--- src/rtl/sprite_joueur.sv ---
// Player sprite compositor: a 2*HALF square centred on a per-frame latched
// position is drawn over the incoming background with a 2-cycle pipeline.
module sprite_joueur #(
    parameter int HALF      = 16,
    parameter int BLINK_BIT = 4
) (
    input  logic               clk,
    input  logic               reset_n,
    input  logic               SOF,
    input  logic [10:0]        x,
    input  logic [10:0]        y,
    input  logic               pix_valid,
    input  logic [23:0]        bg_rgb,
    input  logic signed [10:0] centerX,
    input  logic signed [10:0] centerY,
    output logic [23:0]        rgb,
    output logic               rgb_valid
);

    localparam logic signed [11:0] D_MIN = 12'(-HALF);
    localparam logic signed [11:0] D_MAX = 12'(HALF - 1);

    localparam logic [23:0] COL_BORDER = 24'h000000;
    localparam logic [23:0] COL_BODY_A = 24'hFFFF00;
    localparam logic [23:0] COL_BODY_B = 24'hFF8000;

    // Shadow centre and frame counter
    logic signed [10:0] cx_q, cx_d;
    logic signed [10:0] cy_q, cy_d;
    logic [7:0]         frame_cnt_q, frame_cnt_d;

    // Stage 1 registers
    logic               s1_hit_q, s1_hit_d;
    logic               s1_border_q, s1_border_d;
    logic [23:0]        s1_bg_q;
    logic               s1_valid_q;

    // Stage 2 registers
    logic [23:0]        rgb_q, rgb_d;
    logic               rgb_valid_q;

    logic signed [11:0] dx, dy;
    logic               in_x, in_y;

    // The centre only moves at frame boundaries so one frame never mixes two positions.
    always_comb begin
        cx_d        = cx_q;
        cy_d        = cy_q;
        frame_cnt_d = frame_cnt_q;
        if (SOF) begin
            cx_d        = centerX;
            cy_d        = centerY;
            frame_cnt_d = frame_cnt_q + 8'd1;
        end
    end

    // 12-bit signed offsets: the unsigned pixel gets a zero MSB, the signed centre is sign-extended.
    always_comb begin
        dx          = $signed({1'b0, x}) - $signed({cx_q[10], cx_q});
        dy          = $signed({1'b0, y}) - $signed({cy_q[10], cy_q});
        in_x        = (dx >= D_MIN) && (dx <= D_MAX);
        in_y        = (dy >= D_MIN) && (dy <= D_MAX);
        s1_hit_d    = in_x && in_y && pix_valid;
        s1_border_d = s1_hit_d &&
                      ((dx == D_MIN) || (dx == D_MAX) || (dy == D_MIN) || (dy == D_MAX));
    end

    always_comb begin
        rgb_d = 24'h000000;
        if (s1_valid_q) begin
            if (s1_border_q)
                rgb_d = COL_BORDER;
            else if (s1_hit_q)
                rgb_d = frame_cnt_q[BLINK_BIT] ? COL_BODY_B : COL_BODY_A;
            else
                rgb_d = s1_bg_q;
        end
    end

    // NOTE: every register, including the bg colour pipeline, is reset so the
    // outputs drop to black/invalid the instant reset_n falls.
    always_ff @(posedge clk or negedge reset_n) begin
        if (!reset_n) begin
            cx_q        <= 11'sd400;
            cy_q        <= 11'sd300;
            frame_cnt_q <= 8'd0;
            s1_hit_q    <= 1'b0;
            s1_border_q <= 1'b0;
            s1_bg_q     <= 24'h000000;
            s1_valid_q  <= 1'b0;
            rgb_q       <= 24'h000000;
            rgb_valid_q <= 1'b0;
        end else begin
            cx_q        <= cx_d;
            cy_q        <= cy_d;
            frame_cnt_q <= frame_cnt_d;
            s1_hit_q    <= s1_hit_d;
            s1_border_q <= s1_border_d;
            s1_bg_q     <= bg_rgb;
            s1_valid_q  <= pix_valid;
            rgb_q       <= rgb_d;
            rgb_valid_q <= s1_valid_q;
        end
    end

    assign rgb       = rgb_q;
    assign rgb_valid = rgb_valid_q;

endmodule

--- config.mk ---
export PLATFORM = sky130hd
export DESIGN_NAME = sprite_joueur
export DESIGN_NICKNAME = d
export VERILOG_FILES = /design/src/rtl/sprite_joueur.sv
export SDC_FILE = /design/constraint.sdc
export NUM_CORES = 1
export LEC_CHECK = 0
export CAP_MARGIN = 30
export CORE_ASPECT_RATIO = 0.6
export CORE_MARGIN = 2
export CORE_UTILIZATION = 43
export DETAILED_ROUTE_END_ITERATION = 10
export PLACE_DENSITY = 0.71
export SLEW_MARGIN = 10
export SYNTH_ARGS = -nofsm -noshare
export SYNTH_HDL_FRONTEND = slang
export SYNTH_SLANG_ARGS = --single-unit
--- constraint.sdc ---
create_clock -name clk -period 3.25 [get_ports clk]
set_input_delay 0.65 -clock clk [delete_from_list [all_inputs] [get_ports clk]]
set_output_delay 0.65 -clock clk [all_outputs]
set_load 0.03 [all_outputs]
* Word-level counts from Yosys, hierarchy flattened
Index checks and enable logic that the tools add are counted.
** Operators by class
- Order comparisons :: 4
- $add $sub $neg :: 3
- Equal/unequal tests :: 4
- Multiplexer cells :: 4
- Reductions and logical operators :: 8
** Operators by type and width (count)
- $mux 24 :: 3
- $eq 12x5->1 const B :: 4
- $ge 12x5->1 const B :: 2
- $le 12x5->1 const B :: 2
- $sub 12x11->12 :: 2
- $mux 15 :: 1
- $add 8x1->8 const B :: 1
- $logic_and 1x1->1 :: 5
- $logic_or 1x1->1 :: 3
** Word-level totals
- Word-level logic and storage cells :: 32
- Input bits :: 72
- Register bits :: 82
- Output and inout port bits :: 25

* Longest topological paths before layout
- Depth in word-level cells :: 6
- Depth in mapped cells :: 11
- Mapped depth without buffers :: 11

* Worst setup path after synthesis
OpenSTA, ideal clock, no wires.
- Path kind :: input-to-reg
- Start :: input y[0]
- End :: register s1_border_q
- Setup time :: 0.066 ns
- Slack :: 0.177 ns
- Arrival :: 3.007 ns
- Path buffers :: 0
- Stages :: 11
- Path through :: inv_1 > ha_1 > fa_1 > nand2b_1 > a211oi_2 > o221ai_1 > xor2_1 > nor4_1 > a41oi_1 > a2111oi_4 > o31a_1
** Between the ends
- Cells in the longest elaborated chain, start to end :: 6
** Ends and longest elaborated chain
- from (decl) :: RTL line 11 : input logic [10:0] y,
- $sub 12x11->12 * :: RTL line 60 : dy = $signed({1'b0, y}) - $signed({cy_q[10], cy_q});
- $ge 12x5->1 / $le 12x5->1 (equally long branches) :: RTL line 62 : in_y = (dy >= D_MIN) && (dy <= D_MAX);
- $logic_and 1x1->1 * :: RTL line 62
- $logic_and 1x1->1 * (2 in a row) :: RTL line 63 : s1_hit_d = in_x && in_y && pix_valid;
- via s1_hit_d :: RTL line 33 : logic s1_hit_q, s1_hit_d;
- $logic_and 1x1->1 * :: RTL line 64 : s1_border_d = s1_hit_d &&
- via s1_border_d :: RTL line 34 : logic s1_border_q, s1_border_d;
- to (signal assigned) :: RTL line 98 : s1_border_q <= s1_border_d;
- to (decl) :: RTL line 34
Mark *: on every way through the listed nets, which the timed path passes. The rest lies on a longest branch.
A chain may end at the register's enable or synchronous reset.

* Worst setup path after layout
- Start :: input x[6]
- End :: register s1_border_q
** Between the ends
- Cells in the longest elaborated chain, start to end :: 6
** Ends and longest elaborated chain
- from (decl) :: RTL line 10 : input logic [10:0] x,
- $sub 12x11->12 * :: RTL line 59 : dx = $signed({1'b0, x}) - $signed({cx_q[10], cx_q});
- $ge 12x5->1 / $le 12x5->1 (equally long branches) :: RTL line 61 : in_x = (dx >= D_MIN) && (dx <= D_MAX);
- $logic_and 1x1->1 * :: RTL line 61
- $logic_and 1x1->1 * (2 in a row) :: RTL line 63
- via s1_hit_d :: RTL line 33
- $logic_and 1x1->1 * :: RTL line 64
- via s1_border_d :: RTL line 34
Marks and branches as above.

==> results.json <==
{
  "status": "complete, no violations",
  "wl_per_cell_um": 15.6,
  "htree_num_levels": 3,
  "antenna_found_initial": 0,
  "critPathKind": "primary input to flip-flop",
  "final_cells": 653,
  "clock_sinks": 79,
  "dr.pass1.iters": 4,
  "setup_viol": 0,
  "hold_path_class": "primary input to asynchronous set/reset pin",
  "start_util": 0.438,
  "synth_cell_types": 60,
  "wirelength_mm": 10.2,
  "cp_cell_sequence": "clkdlybuf4s50_1, ha_2, a31oi_1, a31oi_1, o31ai_2, xnor2_1, nand4_1, or4_4, a2111oi_4, o31a_1",
  "yosysTopAreaCellShare": 0.453,
  "synth_ff_type": "dfrtp_1",
  "ys_warn_count": 0,
  "clk_latency_ns": 0.34,
  "critPathRequiredTime_ns": 3.52,
  "grt-ovfl-total": 0,
  "fmax_ghz": 0.319,
  "cp_max_fo": 6,
  "vias": 3316,
  "row_count": 27,
  "pin_count": 97,
  "fin_util": 0.647,
  "port_buffers": 96,
  "synth_edf_count": 0,
  "cp-end-kind": "flip-flop",
  "cpMaxStageDelayCell": "or4_4",
  "r2r_cells": 11,
  "synth_area_leaders": "dfrtp_1 45%, ha_1 7.2%, dfstp_2 4.6%",
  "slowest_delay_ns": 0.57,
  "drv_cap": 0,
  "cts_inserted_buffers": 9,
  "drtAntennaViolNets": 0,
  "drc_errors": 0,
  "grt_first_pass_wirelength_mm": 16.3,
  "dieArea_mm2": 0.0101,
  "drt_iter0_drc": 183,
  "drv_slew": 0,
  "placed_cells": 630,
  "nNetsFinal": 629,
  "grt_pass1_vias": 3281,
  "cp_num_cells": 10,
  "r2r_slack_ns": 0.22,
  "grt_max_degree": 80,
  "clock_path_buffers": 2,
  "antenna_cells": 0,
  "critPathTopFamily": "compound AO/OA/AOI/OAI gates",
  "die_h_um": 78.5,
  "fin_crit_sh": 0.965,
  "place.gp.congestion": 0.837,
  "yosysTopAreaCell": "dfrtp_1",
  "synth_area_per_cell_um2": 10.2,
  "fin_crit_ns": 3.14,
  "via_per_inst": 5.08,
  "clockRootBuffer": "clkbuf_16",
  "synth_seq_area_share": 0.499,
  "area.growth.synth_to_final_pct": 47.6,
  "crit_buf_inv": 1,
  "drive_gt1_frac": 0.218,
  "setup.worst_path.start_class": "primary input",
  "slew_headroom": 0.487,
  "ys_seq_elements": 79,
  "power.density_mw_per_mm2": 523,
  "worst_slew_pin_slew_ns": 0.768,
  "netlist_area_mm2": 0.00398,
  "crit_arrival_ns": 3.41,
  "finalHoldViolCount": 0,
  "core-area_mm2": 0.00909,
  "syn_inst": 392,
  "cts_tree": "yes",
  "finClkSkew_ns": 0.00529,
  "dpl.hpwl_mm": 7.35,
  "grt_usage": 0.210,
  "ir_drop_uv": 316,
  "die_x_um": 128,
  "async_flop_share": 1.00,
  "fill_cells": 701,
  "clk_pin_slew_ns": 0.06,
  "timing.critical_path.mode_cell": "a31oi_1",
  "synth_nets": 489,
  "p_leak_nw": 2.65
}
[layer usage]
| metal | GRT usage | wire [um] |
|---|---|---|
| met4 | 0.0747 | 144 |
| met2 | 0.297 | 4350 |
| met5 | 0 | 0 |
| met1 | 0.314 | 5070 |
| met3 | 0.0470 | 595 |
[layout by cell type (no fill, tap or decap), types with 12 or more instances in the layout]
master and instances:
inv_1 33, buf_4 46, nand2_1 30, dfrtp_1 72, ha_1 15, nor2_1 48, o21ai_0 27, nand3_1 12
clkdlybuf4s50_1 90, a21oi_1 15
[sequential cells by signal, summed over array words and instances, names as in the netlist]
register / flops
rgb: 24
s1_bg_q: 24
cx_q: 11
cy_q: 11
frame_cnt_q: 5
rgb_valid: 1
s1_border_q: 1
s1_hit_q: 1
s1_valid_q: 1
[cell usage after synthesis (2+ instances only)]
master / count
a211oi_1: 2
a21o_1: 3
a21o_2: 2
a21oi_1: 18
a21oi_2: 2
a31oi_1: 3
and2_1: 10
and3_1: 2
buf_2: 2
buf_6: 2
clkbuf_1: 8
dfrtp_1: 72
dfstp_2: 7
fa_1: 2
ha_1: 23
inv_1: 33
mux2_2: 3
mux2i_1: 2
nand2_1: 30
nand2b_1: 6
nand3_1: 13
nand4_1: 5
nor2_1: 48
nor3_1: 7
nor4_1: 4
o21ai_0: 27
o22ai_1: 2
o31a_1: 2
o32ai_1: 2
xnor2_1: 11
xor2_1: 10
[through the flow]
stage	instance area, um2	setup TNS (ns)	worst slack, ns	total power, W	hold WS [ns]
floorplan	3980	0	0.177	0.00161	0.354
global placement	5300	-0.868	-0.448	0.00191	0.363
detailed placement	5300	-1.14	-0.589	0.00193	0.364
CTS	5680	0	0.0168	0.00302	0.378
global route	5880	-0.00827	-0.00827	0.00323	0.159
finish	5880	0	0.113	0.00308	0.154
[final timing paths]
check	to	from
setup / recovery	s1_border_q$_DFF_PN0_	x[6]
hold / removal	cx_q[2]$_DFFE_PN0P_	reset_n
setup reg to reg	s1_border_q$_DFF_PN0_	cx_q[8]$_DFFE_PN1P_
hold reg to reg	rgb_valid$_DFF_PN0_	s1_valid_q$_DFF_PN0_
max in group asynchronous	cx_q[4]$_DFFE_PN1P_	reset_n
min in group clk	rgb_valid$_DFF_PN0_	s1_valid_q$_DFF_PN0_
[cells by family after synthesis]
logic type,after synthesis,synth area share
and+or+nand+nor,134,0.161
AOI/OAI and AO/OA,82,0.148
DFF,79,0.499
buffers and inverters,46,0.0503
adders and majority gates,25,0.0823
xor gates and xnor gates,21,0.0462
muxes,5,0.0135
[timing repair]
item | in CTS | in global routing
buffers inserted | 2 | 4
pin swaps | 13 | 27
gates resized for setup | 10 | 24
setup endpoints to repair | 2 | 2
hold buffers | 0 | 0
[power by group]
part | internal [W] | switching [W] | total, W
clock network | 0.000628 | 0.000428 | 0.00106
logic | 0.000442 | 0.000457 | 0.000899
registers | 0.00108 | 0.0000425 | 0.00112
total | 0.00215 | 0.000927 | 0.00308
[final cells by class]
| cell class | instances | area, um2 | area share |
|---|---|---|---|
| flip-flops and latches | 79 | 1990 | 0.338 |
| well taps | 116 | 145 | 0.0247 |
| multi-input cells | 267 | 1980 | 0.336 |
| inverters | 33 | 124 | 0.0211 |
| repair buffers | 142 | 1330 | 0.227 |
| clock buffers | 10 | 239 | 0.0407 |
| clock inverters | 6 | 75.1 | 0.0128 |
Power figures use the tool's default switching activity.
